--- src/rtl/uart_tx_par_frame.sv ---
// UART transmit framer: start, LSB-first data, optional parity, 1-2 stops.
// Advances only on baud TICK; back-to-back frames with no idle gap.
module uart_tx_par_frame #(
    parameter int DATA_WIDTH = 8
) (
    input  logic                  CLK,
    input  logic                  RST,
    input  logic                  TICK,
    input  logic [DATA_WIDTH-1:0] P_DATA,
    input  logic                  DATA_valid,
    input  logic                  PAR_EN,
    input  logic [1:0]            PAR_TYP,
    input  logic                  STOP2,
    output logic                  TX_OUT,
    output logic                  busy,
    output logic                  par_bit
);

    localparam int IW = (DATA_WIDTH > 1) ? $clog2(DATA_WIDTH) : 1;
    localparam logic [IW-1:0] LAST = IW'(DATA_WIDTH - 1);

    typedef enum logic [2:0] {
        S_IDLE,
        S_START,
        S_DATA,
        S_PARITY,
        S_STOP1,
        S_STOP2
    } state_t;

    state_t                r_state, w_state_nxt;
    logic [IW-1:0]         r_idx, w_idx_nxt, w_idx_inc;
    logic [DATA_WIDTH-1:0] r_data, w_data_nxt;
    logic                  r_par_en, w_par_en_nxt;
    logic                  r_stop2, w_stop2_nxt;
    logic                  r_tx, w_tx_nxt;
    logic                  r_busy, w_busy_nxt;
    logic                  r_par, w_par_nxt;
    logic                  w_par_calc;
    logic                  w_end;
    logic                  w_accept;

    always_comb begin
        case (PAR_TYP)
            2'b00:   w_par_calc = ^P_DATA;
            2'b01:   w_par_calc = ~^P_DATA;
            2'b10:   w_par_calc = 1'b1;
            default: w_par_calc = 1'b0;
        endcase
    end

    assign w_idx_inc = r_idx + 1'b1;

    // Final stop tick doubles as an accept slot for back-to-back frames.
    assign w_end = TICK &&
                   (((r_state == S_STOP1) && !r_stop2) ||
                    (r_state == S_STOP2));

    assign w_accept = TICK && DATA_valid &&
                      ((r_state == S_IDLE) || w_end);

    always_comb begin
        w_state_nxt  = r_state;
        w_idx_nxt    = r_idx;
        w_data_nxt   = r_data;
        w_par_en_nxt = r_par_en;
        w_stop2_nxt  = r_stop2;
        w_tx_nxt     = r_tx;
        w_busy_nxt   = r_busy;
        w_par_nxt    = r_par;

        if (TICK) begin
            case (r_state)
                S_IDLE: begin
                    w_tx_nxt = 1'b1;
                end
                S_START: begin
                    w_tx_nxt    = r_data[0];
                    w_state_nxt = S_DATA;
                end
                S_DATA: begin
                    if (r_idx == LAST) begin
                        if (r_par_en) begin
                            w_tx_nxt    = r_par;
                            w_state_nxt = S_PARITY;
                        end else begin
                            w_tx_nxt    = 1'b1;
                            w_state_nxt = S_STOP1;
                        end
                    end else begin
                        w_tx_nxt  = r_data[w_idx_inc];
                        w_idx_nxt = w_idx_inc;
                    end
                end
                S_PARITY: begin
                    w_tx_nxt    = 1'b1;
                    w_state_nxt = S_STOP1;
                end
                S_STOP1: begin
                    if (r_stop2) begin
                        w_state_nxt = S_STOP2;
                    end else begin
                        w_state_nxt = S_IDLE;
                        w_busy_nxt  = 1'b0;
                    end
                end
                S_STOP2: begin
                    w_state_nxt = S_IDLE;
                    w_busy_nxt  = 1'b0;
                end
                default: begin
                    w_state_nxt = S_IDLE;
                    w_busy_nxt  = 1'b0;
                    w_tx_nxt    = 1'b1;
                end
            endcase
        end

        if (w_accept) begin
            w_data_nxt   = P_DATA;
            w_par_en_nxt = PAR_EN;
            w_stop2_nxt  = STOP2;
            w_par_nxt    = w_par_calc;
            w_tx_nxt     = 1'b0;
            w_busy_nxt   = 1'b1;
            w_state_nxt  = S_START;
            w_idx_nxt    = '0;
        end
    end

    always_ff @(posedge CLK) begin
        if (RST) begin
            r_state  <= S_IDLE;
            r_idx    <= '0;
            r_data   <= '0;
            r_par_en <= 1'b0;
            r_stop2  <= 1'b0;
            r_tx     <= 1'b1;
            r_busy   <= 1'b0;
            r_par    <= 1'b0;
        end else begin
            r_state  <= w_state_nxt;
            r_idx    <= w_idx_nxt;
            r_data   <= w_data_nxt;
            r_par_en <= w_par_en_nxt;
            r_stop2  <= w_stop2_nxt;
            r_tx     <= w_tx_nxt;
            r_busy   <= w_busy_nxt;
            r_par    <= w_par_nxt;
        end
    end

    assign TX_OUT  = r_tx;
    assign busy    = r_busy;
    assign par_bit = r_par;

endmodule

--- config.mk ---
export PLATFORM = sky130hd
export DESIGN_NAME = uart_tx_par_frame
export DESIGN_NICKNAME = d
export VERILOG_FILES = /design/src/rtl/uart_tx_par_frame.sv
export SDC_FILE = /design/constraint.sdc
export NUM_CORES = 1
export LEC_CHECK = 0
export BUFFER_PORTS_ARGS = -buffer_cell sky130_fd_sc_hd__buf_2
export CAP_MARGIN = 40
export CORE_AREA = 2 2 51 53
export CTS_BUF_LIST = sky130_fd_sc_hd__clkbuf_4
export CTS_CLUSTER_DIAMETER = 100
export DETAILED_ROUTE_END_ITERATION = 8
export DIE_AREA = 0 0 53 55
export HOLD_SLACK_MARGIN = 0.1
export PLACE_DENSITY = 0.69
export SETUP_SLACK_MARGIN = 0.02
export SLEW_MARGIN = 25
export SYNTH_ARGS = -nofsm -noshare
export SYNTH_HDL_FRONTEND = slang
export SYNTH_SLANG_ARGS = --single-unit
export TNS_END_PERCENT = 50
--- constraint.sdc ---
create_clock -name CLK -period 1.98 [get_ports CLK]
set_input_delay 0.594 -clock CLK [delete_from_list [all_inputs] [get_ports CLK]]
set_output_delay 0.594 -clock CLK [all_outputs]
set_load 0.02 [all_outputs]
==> run summary <==
dominant combinational cell family by area after synthesis -> simple AND/OR/NAND/NOR gates
DIE HEIGHT -> 55 um
die area -> 2920 um^2
die width -> 53 um
Syn Inst Count -> 108
post-synthesis mux area share -> 0.173
Layout Cells excl Fill -> 157
Post-Syn Nets -> 126
Hold Path Cell Cnt -> 2
WL per Instance -> 13.0 um
worst endpoint required time -> 2.17 ns
pwr/cell area -> 648 nW/um^2
GRT met1 Usage -> 0.196
GRT overflow -> 0
FF/Latch Area -> 382 um^2
Post-route DRC -> 0
Max Cap Violations -> 0
leakage -> 0.459 nW
Ys Warns -> 0
Hold Violations, Final -> 0
initial drt markers -> 10
GP Congestion -> 0.762
Core Area -> 2360 um^2
final worst path period need -> 1.85 ns
Tightest Hold Check Type -> flop to flop
DP HPWL -> 1520 um
Synth cell types -> 32
Post-Synth Adder-Cell Area -> 0.0248
switching pwr -> 0.000201 W
fin. max-slew vios -> 0
# rows -> 18
Worst-path clk slew -> 0.10 ns
largest net degree at the start of global routing -> 23
FF-to-FF path depth -> 6
global route hottest layer -> met2
clock share of power -> 0.258
Worst R2R End -> TX_OUT
CTS Buf Count -> 3
Sw Ratio -> 0.262
layout cells sized above 1 -> 0.244
share of the synthesized area in the top cell type -> 0.376
area of the multi-input gates -> 602 um^2
maximum VDD drop -> 0.383 mV
Vias per Instance -> 5.39
first-pass GRT wire length -> 3440 um
diode count -> 0
initial antenna violation count -> 0
Worst R2R Start -> r_idx[0]
ys flop type -> dfxtp_1
status -> finished, final reports clean
gr usage total -> 0.163
Cell Area, Synth -> 1010 um^2
Max-slew headroom -> 0.723
Fin Setup TNS -> 0 ns
clk_skew -> 0.00724 ns
IO Pins -> 19
worst endpoint data arrival time -> 2.05 ns
final period utilization -> 0.937
Clock Latency Late Sink -> 0.29 ns
compound-gate portion of the synthesized area -> 0.132
PortBufs -> 18
WHS Endpoint -> busy
count leader, synth -> dfxtp_1
root buf cell -> clkbuf_4
GR Layer Usage met3 -> 0.0349
crit path kind -> flop to flop
commonest cells in the netlist -> dfxtp_1 (19), nor2_1 (15), mux2i_1 (13)
CTS Buffer Depth -> 2
worst hold margin -> 0.499 ns
DR pass1 iterations -> 4
Cells after DPL -> 152
antenna viol nets, final -> 0
top post-synthesis cells by area -> dfxtp_1 (38%), mux2i_1 (13%), xnor2_1 (6.1%)
final wirelength -> 2040 um
number of H-tree levels -> 1
Worst Path Max Fanout -> 3
hold buffer count at CTS -> 0
CTS sink cnt -> 19
RSZ-0062 raised after global routing -> no
combinational power share -> 0.195
Fillers -> 250
Worst Setup Start Kind -> flop
post-layout net count -> 146
xor/xnor share of the synthesized area -> 0.0693
final count of negative-setup-slack endpoints -> 0
Synth Area per Inst -> 9.36 um^2
Flop pwr share -> 0.547
leading area contributor after synthesis -> dfxtp_1
number of global-route vias before repair -> 789
#FFs+latches synth -> 19
M2 GR Usage -> 0.290
Post-synth EDFFs -> 0
fmax -> 539 MHz
Initial Util -> 0.428
total power -> 0.000767 W
post-synthesis simple-gate area fraction -> 0.181
Area growth syn-to-layout -> 17.1%
Internal -> 0.000567 W
Seq/Total Area, Yosys -> 0.376
worst-margin pin slew -> 0.416 ns
DR vias -> 846
Crit. End Element -> flop
Post-synth ARST share -> 0
FF-to-FF setup slack -> 0.13 ns
CTS tree -> yes
Hold Crit Start -> busy
critical path, cell delays in order (launching register included):
cell and delay (ns):
dfxtp_2 0.33, ha_2 0.19, ha_4 0.28, mux4_2 0.49
mux2i_1 0.14, o211ai_1 0.10, a31o_1 0.22
metrics by stage:
stage	utilization	setup WS, ns	cell area, um^2
2_1_floorplan	-	0.0971	1010
3_3_place_gp	0.478	0.110	1130
5_1_grt	0.501	0.0372	1180
4_1_cts	0.490	0.0568	1160
3_5_place_dp	0.478	0.0745	1130
6_report	0.501	0.126	1180
worst max path at each step:
stage	startpoint	endpoint	slack [ns]	depth (start not counted)
floorplan	r_idx[0]	TX_OUT	0.1	6
global placement	r_idx[0]	TX_OUT	0.11	6
detailed placement	r_idx[0]	TX_OUT	0.07	6
CTS	r_idx[0]	TX_OUT	0.06	6
global route	r_idx[1]	TX_OUT	0.04	6
finish	r_idx[0]	TX_OUT	0.13	6
power groups by stage:
stage	Clock (W)	Sequential (W)	Combinational [W]
after floorplan	0	0.000429	0.000100
after global placement	0	0.000427	0.000146
after detailed placement	0	0.000428	0.000151
after CTS	0.000208	0.000419	0.000152
after global routing	0.000227	0.000423	0.000166
final	0.000198	0.000419	0.000150
cell type report:
| class | instances | share of cell area |
|---|---|---|
| well taps | 30 | 0.0317 |
| multi-input cells | 81 | 0.508 |
| flip-flops and latches | 19 | 0.322 |
| repair buffers | 21 | 0.106 |
| clock buffers | 4 | 0.0254 |
| inverters | 2 | 0.00634 |
cell families (layout without fill, tap and decap cells):
kind of cell / Yosys count / after routing
compound gates: 19 / 19
xor+xnor: 8 / 8
fa+ha+maj: 2 / 2
buf+inv: 8 / 27
flops: 19 / 19
mux: 15 / 15
simple gates: 37 / 37
per-layer routing:
| metal | part of all wire | up-vias | routed length [um] |
|---|---|---|---|
| met1 | 0.46 | 388 | 931 |
| met5 | 0 | - | 0 |
| met2 | 0.48 | 29 | 978 |
| met4 | 0.0049 | 0 | 10 |
| li1 | - | 427 | - |
| met3 | 0.059 | 2 | 120 |
cell usage in the layout (no fill, tap or decap), types with 2 or more instances in the layout:
cell type and count:
o21ai_0 2, nand3_1 2, buf_2 18, nor3b_1 3
and2b_1 2, dfxtp_1 18, xnor2_1 7, buf_4 2
nor2b_1 2, nor3_1 5, o211ai_1 4, mux2i_1 13
nand2_1 5, clkbuf_4 4, a21oi_1 5, inv_1 2
mux4_2 2, nor2_1 15
sequential cells by signal (all words and copies together) (netlist names):
register  cells
r_stop2       1
r_idx         3
busy          1
r_state       3
r_par_en      1
r_data        8
TX_OUT        1
par_bit       1
what timing repair did:
action                     CTS  global route
setup endpoints to repair    0             1
resized for setup            0             3
setup buffers                0             1
Power figures use the tool's default switching activity.
